[src/rtl/processing_unit_mc.sv]
// Multi-cycle LC-3 style datapath core: register file, SR1/SR2/DR muxes, NZP register, ALU with start/done handshake.
// Single-cycle ops finish 1 cycle after i_START; MUL takes DATA_W+1 cycles; i_START is dropped while o_BUSY.
module processing_unit_mc #(
    parameter int DATA_W   = 16,
    parameter int NUM_REGS = 8,
    parameter int ADDR_W   = $clog2(NUM_REGS),
    parameter int IMM_W    = 5
) (
    input  logic              i_CLK,
    input  logic              i_RST,
    input  logic              i_LD_REG,
    input  logic              i_LD_CC,
    input  logic [ADDR_W-1:0] i_DR_FIELD,
    input  logic [ADDR_W-1:0] i_SR1_FIELD,
    input  logic [ADDR_W-1:0] i_SR2_FIELD,
    input  logic [1:0]        i_SR1MUX,
    input  logic [1:0]        i_DRMUX,
    input  logic              i_IMM_SEL,
    input  logic [IMM_W-1:0]  i_IMM,
    input  logic [2:0]        i_ALUK,
    input  logic              i_START,
    input  logic [DATA_W-1:0] i_bus,
    output logic [DATA_W-1:0] o_SR1_Out,
    output logic [DATA_W-1:0] o_ToBus,
    output logic              o_BUSY,
    output logic              o_DONE,
    output logic [2:0]        o_NZP
);

    localparam int SH_W  = $clog2(DATA_W);
    localparam int CNT_W = $clog2(DATA_W + 1);

    localparam logic [2:0] ALU_ADD   = 3'b000;
    localparam logic [2:0] ALU_AND   = 3'b001;
    localparam logic [2:0] ALU_NOT   = 3'b010;
    localparam logic [2:0] ALU_PASSA = 3'b011;
    localparam logic [2:0] ALU_SHL   = 3'b100;
    localparam logic [2:0] ALU_SRA   = 3'b101;
    localparam logic [2:0] ALU_MUL   = 3'b110;

    typedef enum logic [1:0] {
        S_IDLE    = 2'd0,
        S_MUL_RUN = 2'd1,
        S_DONE    = 2'd2
    } state_t;

    logic [DATA_W-1:0] regs_q [NUM_REGS];
    logic [ADDR_W-1:0] sr1_addr;
    logic [ADDR_W-1:0] dr_addr;
    logic [DATA_W-1:0] sr1_val;
    logic [DATA_W-1:0] opb;
    logic [DATA_W-1:0] imm_sext;
    logic [SH_W-1:0]   sh_amt;
    logic [DATA_W-1:0] alu_res;

    state_t            state_q, state_d;
    logic [DATA_W-1:0] mula_q, mula_d;
    logic [DATA_W-1:0] mulb_q, mulb_d;
    logic [DATA_W-1:0] acc_q, acc_d;
    logic [DATA_W-1:0] acc_step;
    logic [CNT_W-1:0]  cnt_q, cnt_d;
    logic [DATA_W-1:0] tobus_q, tobus_d;
    logic [2:0]        nzp_q;

    always_comb begin
        sr1_addr = '0;
        case (i_SR1MUX)
            2'b00:   sr1_addr = i_DR_FIELD;
            2'b01:   sr1_addr = i_SR1_FIELD;
            2'b10:   sr1_addr = ADDR_W'(NUM_REGS - 2);
            default: sr1_addr = '0;
        endcase
    end

    always_comb begin
        dr_addr = '0;
        case (i_DRMUX)
            2'b00:   dr_addr = i_DR_FIELD;
            2'b01:   dr_addr = ADDR_W'(NUM_REGS - 2);
            2'b10:   dr_addr = ADDR_W'(NUM_REGS - 1);
            default: dr_addr = '0;
        endcase
    end

    // Reads are asynchronous, so a same-cycle write is only visible after the edge.
    always_ff @(posedge i_CLK) begin
        if (i_RST) begin
            for (int i = 0; i < NUM_REGS; i++) begin
                regs_q[i] <= '0;
            end
        end else if (i_LD_REG) begin
            regs_q[dr_addr] <= i_bus;
        end
    end

    assign sr1_val  = regs_q[sr1_addr];
    assign imm_sext = {{(DATA_W - IMM_W){i_IMM[IMM_W-1]}}, i_IMM};
    assign opb      = i_IMM_SEL ? imm_sext : regs_q[i_SR2_FIELD];
    assign sh_amt   = opb[SH_W-1:0];

    always_comb begin
        alu_res = '0;
        case (i_ALUK)
            ALU_ADD:   alu_res = sr1_val + opb;
            ALU_AND:   alu_res = sr1_val & opb;
            ALU_NOT:   alu_res = ~sr1_val;
            ALU_PASSA: alu_res = sr1_val;
            ALU_SHL:   alu_res = sr1_val << sh_amt;
            ALU_SRA:   alu_res = DATA_W'($signed(sr1_val) >>> sh_amt);
            default:   alu_res = '0;
        endcase
    end

    assign acc_step = acc_q + (mulb_q[0] ? mula_q : '0);

    always_comb begin
        state_d = state_q;
        mula_d  = mula_q;
        mulb_d  = mulb_q;
        acc_d   = acc_q;
        cnt_d   = cnt_q;
        tobus_d = tobus_q;
        case (state_q)
            S_IDLE: begin
                if (i_START) begin
                    if (i_ALUK == ALU_MUL) begin
                        mula_d  = sr1_val;
                        mulb_d  = opb;
                        acc_d   = '0;
                        cnt_d   = CNT_W'(DATA_W);
                        state_d = S_MUL_RUN;
                    end else begin
                        tobus_d = alu_res;
                        state_d = S_DONE;
                    end
                end
            end
            S_MUL_RUN: begin
                acc_d  = acc_step;
                mula_d = mula_q << 1;
                mulb_d = mulb_q >> 1;
                cnt_d  = cnt_q - CNT_W'(1);
                // Final step: its partial sum goes straight to the output register.
                if (cnt_q == CNT_W'(1)) begin
                    tobus_d = acc_step;
                    state_d = S_DONE;
                end
            end
            S_DONE:  state_d = S_IDLE;
            default: state_d = S_IDLE;
        endcase
    end

    always_ff @(posedge i_CLK) begin
        if (i_RST) begin
            state_q <= S_IDLE;
            mula_q  <= '0;
            mulb_q  <= '0;
            acc_q   <= '0;
            cnt_q   <= '0;
            tobus_q <= '0;
        end else begin
            state_q <= state_d;
            mula_q  <= mula_d;
            mulb_q  <= mulb_d;
            acc_q   <= acc_d;
            cnt_q   <= cnt_d;
            tobus_q <= tobus_d;
        end
    end

    always_ff @(posedge i_CLK) begin
        if (i_RST) begin
            nzp_q <= 3'b010;
        end else if (i_LD_CC) begin
            nzp_q <= {i_bus[DATA_W-1], (i_bus == '0), (!i_bus[DATA_W-1] && (i_bus != '0))};
        end
    end

    assign o_SR1_Out = sr1_val;
    assign o_ToBus   = tobus_q;
    assign o_BUSY    = (state_q != S_IDLE);
    assign o_DONE    = (state_q == S_DONE);
    assign o_NZP     = nzp_q;

endmodule

[config.mk]
export PLATFORM = sky130hd
export DESIGN_NAME = processing_unit_mc
export DESIGN_NICKNAME = d
export VERILOG_FILES = /design/src/rtl/processing_unit_mc.sv
export SDC_FILE = /design/constraint.sdc
export NUM_CORES = 1
export LEC_CHECK = 0
export ABC_AREA = 1
export CAP_MARGIN = 15
export CELL_PAD_IN_SITES_DETAIL_PLACEMENT = 1
export CELL_PAD_IN_SITES_GLOBAL_PLACEMENT = 1
export CORE_ASPECT_RATIO = 1.75
export CORE_MARGIN = 5
export CORE_UTILIZATION = 44
export DETAILED_ROUTE_END_ITERATION = 8
export HOLD_SLACK_MARGIN = 0.05
export MAX_ROUTING_LAYER = met4
export PLACE_DENSITY = 0.82
export SKIP_CTS_REPAIR_TIMING = 1
export SLEW_MARGIN = 20
export SYNTH_ARGS = -nofsm -noshare
export SYNTH_HDL_FRONTEND = slang
export SYNTH_SLANG_ARGS = --single-unit
[constraint.sdc]
create_clock -name i_CLK -period 4.3 [get_ports i_CLK]
set_clock_uncertainty 0.1 [all_clocks]
set_input_delay 0.86 -clock i_CLK [delete_from_list [all_inputs] [get_ports i_CLK]]
set_output_delay 0.86 -clock i_CLK [all_outputs]
set_load 0.02 [all_outputs]
* Word-level counts from Yosys, hierarchy flattened
Memory sizes are Yosys's and may differ from the RTL's. Cells that the tools add are included.
Storage, ports and cells: flip-flop bits (word level) 74, bits in writable memories 128, input port bits 43, output and inout bits 37, logic and storage cells 79, memories 1
Cells by class: add/sub/neg operators 3, equality and inequality tests 17, shift operators 2, muxes and demuxes 33, bitwise operators 2, reductions and logical operators 14
Memories:
- regs_q | depth 8, width 16, read ports 2, clocked after Yosys merged registers in 0, write ports 8, line 47 | logic [DATA_W-1:0] regs_q [NUM_REGS];
Operator list (count):
- 16-bit 2-to-1 mux | 12
- 16-bit case mux with 2 select lines | 4
- 16-bit case mux with 6 select lines | 1
- 16-bit adder | 2
- 3-bit case mux with 3 select lines | 2
- 16-bit bitwise AND | 1
- 16-bit logical NOT | 1
- 16-bit inverter | 1
- 16-bit nonzero test | 1
- 16-bit OR reduction | 1
- 16-bit by 4-bit << shifter with 16-bit output | 1
- 16-bit by 4-bit >>> shifter with 16-bit output | 1
- 5-bit 2-to-1 mux | 2
- 5-bit case mux with 2 select lines | 1
- 3-bit == test (second input constant) | 3
- 2-bit inequality test (second input constant) | 4
- 2-bit by 1-bit == test with 1-bit output (second input constant) | 3
- 2-bit == test (second input constant) | 3
- 3-bit by 2-bit == test with 1-bit output (second input constant) | 2
- 2-bit logical NOT | 3
- 1-bit 2-to-1 mux | 6
- 2-bit 2-to-1 mux | 3
- 5-bit by 1-bit == test with 1-bit output (second input constant) | 1
- 5-bit by 1-bit subtractor with 5-bit output (second input constant) | 1
- other kinds (10) | 11

* Depth between registers and ports, before layout
Gate-level depths: netlist of the first run. An unclocked memory read counts as a cell.
depth after elaboration 8, depth in mapped cells 23, depth with buffers taken out 23

* Worst setup path before layout of the first run
Ideal clock, no wire load.
path type in2reg, start point in i_SR2_FIELD[0], end point reg tobus_q[10], in the netlist o_ToBus[10], setup time 117 ps, arrival 3631 ps, required time 4083 ps, setup slack 452 ps, stages 22, path buffers 4, cell sequence buf_2 -> buf_2 -> buf_1 -> buf_1 -> nand2_1 -> a22oi_1 -> nand2_1 -> o31ai_1 -> o21ai_0 -> inv_1 -> ha_1 -> a21oi_1 -> inv_1 -> a21oi_1 -> inv_1 -> a21oi_1 -> nand2_1 -> or2_1 -> nand3_1 -> nand2_1 -> a21oi_1 -> nor2_1
Between the ends: word-level cells in the longest chain between the ends 7, elaborated cells between the ends (all ways) 10, those cells by class 1 x add/sub; 2 x shift; 5 x mux; 1 x bitwise; 1 x memory
RTL lines:
- from (decl) | line 15 | input logic [ADDR_W-1:0] i_SR2_FIELD,
- memory 8 x 16 bit *
- 16-bit 2-to-1 mux * | line 98 | assign opb = i_IMM_SEL ? imm_sext : regs_q[i_SR2_FIELD];
- 16-bit adder, or another cell as far along | line 104 | ALU_ADD: alu_res = sr1_val + opb;
- 16-bit case mux with 6 select lines * | line 103 | case (i_ALUK)
- 16-bit 2-to-1 mux * | line 126 | if (i_ALUK == ALU_MUL) begin
- 16-bit 2-to-1 mux * | line 125 | if (i_START) begin
- 16-bit case mux with 2 select lines * | line 123 | case (state_q)
- to (signal assigned) | line 168 | tobus_q <= tobus_d;
- to (decl) | line 62 | logic [DATA_W-1:0] tobus_q, tobus_d;
Mark *: on every way between the ends. The rest lies on a longest branch, timed or not. The select of a mux whose other input is x is not followed. A chain may end at the register's enable or synchronous reset.

* Worst setup path in the final report of the first run
start point in i_SR1MUX[1], end point out o_SR1_Out[7]
Between the ends: word-level cells in the longest chain between the ends 3, elaborated cells between the ends (all ways) 5, those cells by class 2 x eq/ne; 1 x mux; 1 x reduce/logical; 1 x memory
RTL lines:
- from (decl) | line 16 | input logic [1:0] i_SR1MUX,
- 2-bit == test, or another cell as far along | line 67 | case (i_SR1MUX)
- 3-bit case mux with 3 select lines * | line 67
- memory 8 x 16 bit *
- to (decl) | line 23 | output logic [DATA_W-1:0] o_SR1_Out,
Mark *: on every way between the ends. The rest lies on a longest branch, timed or not.

==> metrics, run 1 <==
slowest cell delay on critical path 0.63 ns; total core area 30600 µm²; syn_nets 2019; CP max stage cell clkdlybuf4s50_1; Syn Inst Count 1939; PortBufs 79; clock buffer depth 3; max cap viols 0; drt pass-1 iters 5; worst skew pair latency 0.51 ns; # IOs 80; width of the die 143 µm; Worst Setup Start Kind input port; syn_area_per_cell 7.02 µm²; worst-margin pin slew 0.866 ns; Synth-to-Final Area Change 16.0%; largest net degree at the start of global routing 65; Initial Util 0.444; Final Routed Wirelength 54100 µm; DRC errors left 0; worst vdd rail ir drop 502 µV; Crit. End Element primary output; Post-synth EDFFs 128; Synth Warn # 0; Hold Path Depth 2; Placement Rows 85; CTS tree done; TNS Setup 0 ns; Overflow after GRT 0; Synth async-reset ratio 0; WP data required 3.34 ns; via count 14200; CP Buf/Inv Count 5; P_leak 6.96 nW; fmax 240 MHz; Rel. slew slack 0.421; post-route insts no fill 2440; first-pass GRT wire length 83000 µm; Final min period 4.16 ns; final hold violation count 0; dpl cells 2407; Critical Path Sink o_SR1_Out[7]; Final Max Tran Viols 0; reg2reg setup slack 1.08 ns; DR WL/cell 22.2 µm; crit-path leading delay family buffers and inverters; clock-pin slew on the worst setup and hold paths 0.06 ns; Crit path depth 11; DRT antenna net count 0; Top FF cell, synth edfxtp_1; CP startpoint i_SR1MUX[1]; layout cells sized above 1 0.0981; H-tree depth 1; Die Y 243 µm; final period utilization 0.967; sequential share of the synthesized area 0.391; drt via density 5.83; die area 34700 µm²; CP Data Arrival Time 3.20 ns; CP Cell Sequence clkdlybuf4s50_1 > inv_2 > nand3_4 > nand2_4 > buf_12 > nand2_1 > nand3_1 > nand3_1 > nand2_2 > buf_4 > clkdlybuf4s50_1; final setup fails 0; status finished, final reports clean; fin nets 2117; vias in the first global route 15000; Cell Pwr Density 367 nW/µm²; crit path kind input port to primary output; RR Endpoint o_ToBus[10]; Total Routing Usage GR 0.315; Unique masters post-synth 55; GPL Wtd Cong 1.06; hpwl dp 43200 µm; worst hold path type register to register; r2r startpoint mulb_q[0]; TritonCTS Buffers 19; RSZ-0062 raised after global routing false; # diodes 0; CTS sink cnt 202; FF-to-FF path depth 15; initial antenna violation count 0; Iter 0 DRT Violations 890; CP max FO 35; Yosys reg bits 202; Cell Area, Synth 13600 µm²; root cell of the clock tree clkbuf_16
## routing by layer
layer	track usage	vias up	routed length, µm
li1	-	6721	-
met1	0.318	6954	19200
met2	0.587	393	29600
met3	0.0250	150	1890
met4	0.171	0	3410
met5	-	-	0
## worst min path at each step
stage	startpoint	to	slack [ns]
floorplan	acc_q[3]	acc_q[3]	0.35
global placement	acc_q[4]	acc_q[4]	0.35
detailed placement	acc_q[5]	acc_q[5]	0.36
CTS	acc_q[5]	acc_q[5]	0.37
global route	acc_q[15]	acc_q[15]	0.39
finish	acc_q[5]	acc_q[5]	0.37
## worst reg2reg max path, delay by kind of cell (launching register included)
family                   cells  cell delay [ns]
AO/OA/AOI/OAI                3             0.30
flip-flops                   1             0.80
buffers and inverters        1             0.09
AND/OR/NAND/NOR              9             1.29
adder cells (fa/ha/maj)      2             0.53
## where the power goes
| part | internal [mW] | switching [mW] |
|---|---|---|
| logic | 0.642 | 1.22 |
| registers | 2.20 | 0.106 |
| clock network | 0.877 | 0.738 |
| total | 3.72 | 2.07 |
## cell usage in the layout, fill, tap and decap left out, drive strengths merged, types with 36 or more instances in the layout
master / count
nor2: 227
clkdlybuf4s50: 77
ha: 36
nand3: 259
edfxtp: 128
nand2: 555
a21oi: 208
buf: 101
inv: 125
dfxtp: 74
o21ai: 100
## registers in the layout, summed over array words and instances, names as in the netlist
signal	count
acc_q	16
cnt_q	5
mula_q	16
mulb_q	16
o_NZP	3
o_ToBus	16
regs_q	128
state_q	2
## cell usage after synthesis, types with 10 or more instances
library cell | instances | area (µm²)
edfxtp_1 | 128 | 3840
buf_6 | 11 | 124
nand3_2 | 10 | 100
nand2_2 | 15 | 93.8
nand3_1 | 248 | 1240
ha_1 | 36 | 450
a21oi_1 | 205 | 1030
nor2_1 | 222 | 833
a22oi_1 | 12 | 90.1
o21ai_0 | 92 | 460
buf_1 | 11 | 41.3
clkinv_1 | 19 | 71.3
nor3_1 | 14 | 70.1
clkbuf_1 | 57 | 214
inv_1 | 107 | 402
nand2_1 | 532 | 2000
dfxtp_1 | 74 | 1480
buf_2 | 16 | 80.1
inv_2 | 16 | 60.1
## through the flow
stage / setup slack [ns] / util / area [µm²] / power, mW / hold slack, ns
floorplan: 0.452 / - / 13600 / 3.41 / 0.345
global placement: 0.0991 / 0.497 / 15200 / 4.15 / 0.353
detailed placement: -0.0470 / 0.497 / 15200 / 4.19 / 0.365
CTS: 0.0181 / 0.515 / 15800 / 5.81 / 0.374
global route: 0.0192 / 0.515 / 15800 / 6.06 / 0.393
finish: 0.140 / 0.515 / 15800 / 5.79 / 0.374
## cell families (layout without fill, tap and decap cells)
logic type,Yosys count,in the layout,share of synthesized area
buffers and inverters,246,356,0.0783
AO/OA/AOI/OAI,372,372,0.153
multiplexers,1,1,0.000736
flip-flops,202,202,0.391
XOR/XNOR,3,3,0.00193
AND/OR/NAND/NOR,1078,1078,0.341
adder cells (fa/ha/maj),37,37,0.0346
## area by class of cell
type | instances | area [µm²]
fillers | 3971 | 14800
multi-input cells | 1491 | 7220
flip-flops and latches | 202 | 5330
repair buffers | 179 | 1630
inverters | 144 | 546
clock buffers | 24 | 494
well taps | 391 | 489
clock inverters | 9 | 76.3
No activity file was read; power rests on OpenSTA's default activity.
==> run 2, diff against run 1 <==
--- a/config.mk
+++ b/config.mk
@@ -15,7 +15,7 @@
 export DETAILED_ROUTE_END_ITERATION = 8
 export HOLD_SLACK_MARGIN = 0.05
 export MAX_ROUTING_LAYER = met4
-export PLACE_DENSITY = 0.82
+export PLACE_DENSITY_LB_ADDON = 0.1
 export SKIP_CTS_REPAIR_TIMING = 1
 export SLEW_MARGIN = 20
 export SYNTH_ARGS = -nofsm -noshare
==> constraint.sdc (replaced) <==
create_clock -name i_CLK -period 4.65 [get_ports i_CLK]
set_clock_uncertainty 0.1 [all_clocks]
set_input_delay 0.93 -clock i_CLK [delete_from_list [all_inputs] [get_ports i_CLK]]
set_output_delay 0.93 -clock i_CLK [all_outputs]
set_load 0.02 [all_outputs]
==> run 2 against run 1 <==
Against the previous run:
- combinational power fell by 9%
- flip-flop and latch count did not move
- clock power rose by 11%
- core utilization barely moved
- critical path depth fell by 1
==> metrics, run 2 (same netlist as run 1, synthesis figures left out) <==
status finished, final reports clean; commonest non-fill, non-tap cells in the layout 532 x nand2_1, 248 x nand3_1, 221 x nor2_1; Total Routing Usage GR 0.332; final hold violation count 0; Worst Setup Start Kind input port; P_leak 6.95 nW; clock buffer depth 3; die area 34700 µm²; worst vdd rail ir drop 342 µV; final setup fails 0; Overflow after GRT 0; TritonCTS Buffers 22; Rel. slew slack 0.512; TNS Setup 0 ns; DRC errors left 0; max cap viols 0; drt pass-1 iters 4; final period utilization 0.944; area post-placement 15100 µm²; Switching Fraction 0.352; Final Max Tran Viols 0; CP max FO 34; DRT antenna net count 0; fmax 228 MHz; GPL Wtd Cong 1.10; first-pass GRT wire length 85900 µm; clock-pin slew on the worst setup and hold paths 0.06 ns; # IOs 80; worst skew pair latency 0.54 ns; Int Pwr 3.62 mW; net switching power 1.97 mW; commonest non-fill, non-tap cell in the layout nand2_1; Crit. End Element primary output; worst hold path type register to register; largest net degree at the start of global routing 59; Die Y 243 µm; max reg flops 128; fin nets 2094; Placement Rows 85; DR WL/cell 23.4 µm; total core area 30600 µm²; # diodes 0; CTS sink cnt 202; Final Routed Wirelength 56500 µm; Synth-to-Final Area Change 15.9%; Initial Util 0.444; Iter 0 DRT Violations 717; WP data required 3.62 ns; vias in the first global route 15300; hpwl dp 42400 µm; Largest Register regs_q; CTS tree done; initial antenna violation count 0; layout cells sized above 1 0.0893; crit path kind input port to primary output; worst-margin pin slew 0.731 ns; width of the die 143 µm; via count 14300; CP Data Arrival Time 3.36 ns; Final min period 4.39 ns; H-tree depth 1; Cell Pwr Density 355 nW/µm²; drt via density 5.90; Comb pwr share 0.302; clock share of power 0.318; sequential share of power 0.380; final instance area 15800 µm²; RSZ-0062 raised after global routing false; PortBufs 79; root cell of the clock tree clkbuf_16
## run 2: changes by cell type in the layout (fill, tap and decap cells not counted)
cell,change
buf_4,-29
clkbuf_16,+5
buf_12,+3
clkbuf_1,-3
clkinvlp_2,-3
clkbuf_2,+2
clkbuf_8,+2
clkinv_1,+2
clkinvlp_4,-2
inv_6,+1
inv_8,+1
## run 2: routing by layer
layer	global-route usage	routed length [µm]
met5	-	0
met1	0.313	19100
met2	0.625	31200
met3	0.0347	2050
met4	0.203	4110
## run 2: per-stage QoR
stage,setup WS (ns),util,hold slack (ns),std cells,power [mW]
after global routing,0.146,0.515,0.398,2419,5.86
after CTS,0.106,0.515,0.369,2419,5.60
after floorplan,0.732,-,0.345,1939,3.15
final,0.260,0.515,0.371,2419,5.59
after global placement,0.203,0.491,0.354,2381,3.79
after detailed placement,0.118,0.491,0.360,2381,3.83
## run 2: path summary, 6_finish.rpt
path | start | endpoint | slack (ns) | depth (start not counted)
hold / removal | acc_q[4] | acc_q[4] | 0.37 | 2
hold reg to reg | acc_q[4] | acc_q[4] | 0.37 | 2
setup reg to reg | mulb_q[0] | o_ToBus[10] | 1.23 | 15
setup / recovery | i_SR1MUX[1] | o_SR1_Out[12] | 0.26 | 10
## run 2: worst max-delay path, cell delays in order
cell and delay (ns):
clkdlybuf4s50_1 0.48, inv_2 0.16, nand3_4 0.12, nand2_4 0.21
buf_12 0.22, nand2_1 0.10, nand3_1 0.11, nand3_1 0.14
nand2_2 0.21, clkdlybuf4s50_1 0.63
## run 2: layout make-up
class,count,area (µm²)
fillers,3960,14900
multi-input cells,1491,7220
flip-flops and latches,202,5330
repair buffers,153,1470
clock buffers,30,646
inverters,144,546
well taps,391,489
clock inverters,8,73.8
## run 2: power groups by stage
stage / combinational [mW] / sequential, mW / clock, mW
after floorplan: 0.998 / 2.15 / 0
after global placement: 1.64 / 2.15 / 0
after detailed placement: 1.67 / 2.16 / 0
after CTS: 1.68 / 2.12 / 1.80
after global routing: 1.83 / 2.13 / 1.89
final: 1.69 / 2.13 / 1.78
==> run 3, diff against run 2 <==
==> constraint.sdc (replaced) <==
create_clock -name i_CLK -period 4.3 [get_ports i_CLK]
set_clock_uncertainty 0.1 [all_clocks]
set_input_delay 0.86 -clock i_CLK [delete_from_list [all_inputs] [get_ports i_CLK]]
set_output_delay 0.86 -clock i_CLK [all_outputs]
set_load 0.02 [all_outputs]
==> run 3 against run 2 <==
Against the previous run:
- first-iteration DRC count shrank 10%
- critical path depth grew 2
- design area grew 1.6%
- critical path type unchanged
- largest cell class unchanged
- largest power group unchanged
==> metrics, run 3 (same netlist as run 1, synthesis figures left out) <==
status finished, final reports clean; Worst Setup Start Kind input port; initial antenna violation count 0; total core area 30600 µm²; DR WL/cell 22.8 µm; CP max FO 19; dpl cells 2418; worst vdd rail ir drop 355 µV; Final min period 4.14 ns; Final Routed Wirelength 55900 µm; Initial Util 0.444; Overflow after GRT 0; max reg flops 128; P_leak 7.11 nW; DRC errors left 0; fmax 242 MHz; final setup fails 0; CTS tree done; TritonCTS Buffers 21; final period utilization 0.963; clock buffer depth 3; crit-path leading delay family buffers and inverters; hpwl dp 43300 µm; fin worst setup slack 0.160 ns; GPL Wtd Cong 1.06; max cap viols 0; crit path kind input port to primary output; post-route insts no fill 2455; vias in the first global route 15300; PortBufs 79; Crit. End Element primary output; layout cells sized above 1 0.105; Core Util, Final 0.523; commonest non-fill, non-tap cell in the layout nand2_1; Largest Register regs_q; worst hold path type register to register; Placement Rows 85; slowest cell delay on critical path 0.59 ns; Comb pwr share 0.314; root cell of the clock tree clkbuf_16; CTS sink cnt 202; commonest non-fill, non-tap cells in the layout 532 x nand2_1, 248 x nand3_1, 221 x nor2_1; clock share of power 0.309; reg2reg setup slack 0.93 ns; sequential share of power 0.377; Cell Pwr Density 380 nW/µm²; width of the die 143 µm; Iter 0 DRT Violations 642; DRT antenna net count 0; worst-margin pin slew 1.02 ns; via count 14200; area post-placement 15300 µm²; final hold violation count 0; CP Data Arrival Time 3.18 ns; Total Routing Usage GR 0.330; Synth-to-Final Area Change 17.8%; Switching Fraction 0.350; Die Y 243 µm; CP Buf/Inv Count 6; fin nets 2130; # diodes 0; final instance area 16000 µm²; H-tree depth 1; TNS Setup 0 ns; Int Pwr 3.96 mW; WHS 0.371 ns; net switching power 2.13 mW; total power 6.09 mW; CP Cell Sequence clkdlybuf4s50_1 > inv_2 > nand2_1 > nand2_1 > nand2_4 > inv_4 > buf_12 > nand3_1 > nand3_1 > nand2_2 > buf_4 > clkdlybuf4s50_1; # IOs 80; die area 34700 µm²; RSZ-0062 raised after global routing false; WP data required 3.34 ns; first-pass GRT wire length 86100 µm; drt via density 5.78; CP max stage cell clkdlybuf4s50_1; worst skew pair latency 0.53 ns; Final Max Tran Viols 0; DP Worst Slack 0.0148 ns; drt pass-1 iters 5; clock-pin slew on the worst setup and hold paths 0.07 ns; largest net degree at the start of global routing 65; Rel. slew slack 0.316
## run 3: cell count changes in the layout (fill, tap and decap cells not counted)
cell        before  now
inv_6            1    2
clkinv_4         0    1
inv_8            1    0
clkinv_2         1    4
clkbuf_1         2    4
clkbuf_8         2    0
buf_4           64  100
buf_12          10   11
clkbuf_16       24   21
clkbuf_2         2    1
clkinv_1        22   20
clkinvlp_4       1    0
bufinv_16        1    3
## run 3: path summary, 6_finish.rpt
check | start | to | cells past startpoint
worst max-delay path | i_SR1MUX[1] | o_SR1_Out[8] | 12
worst min-delay path | mulb_q[15] | mulb_q[15] | 2
worst max register to register | mulb_q[0] | o_ToBus[13] | 16
worst min register to register | mulb_q[15] | mulb_q[15] | 2
## run 3: power by group through the flow
stage / clock (mW) / combinational (mW) / sequential (mW)
2_1_floorplan: 0 / 1.08 / 2.33
3_3_place_gp: 0 / 1.86 / 2.33
3_5_place_dp: 0 / 1.89 / 2.34
4_1_cts: 1.92 / 1.90 / 2.30
5_1_grt: 1.98 / 2.08 / 2.31
6_report: 1.88 / 1.91 / 2.30
## run 3: cell type report
class	count	area (µm²)
fill	3976	14600
multi-input combinational	1491	7220
sequential	202	5330
timing repair buffer	190	1760
clock buffer	26	546
inverter	144	546
tap	391	489
clock inverter	11	140
## run 3: worst reg2reg max path, stage by stage (launching register included)
cell      delay [ns]
dfxtp_1         0.80
nand2_1         0.16
inv_1           0.09
ha_1            0.27
nand2_1         0.13
a21oi_1         0.05
a211oi_1        0.21
nand3_1         0.23
nand2_1         0.12
nand2_1         0.06
nand2_1         0.05
nand2_1         0.10
a21boi_0        0.24
o21ai_0         0.11
a21oi_1         0.32
nor2_1          0.08
a21oi_1         0.15
## run 3: metal layers
layer	vias to the layer above	share of wire	GRT usage
met5	-	0	-
met4	0	0.086	0.224
met3	202	0.033	0.0272
met2	378	0.54	0.605
met1	6856	0.34	0.321
li1	6750	-	-
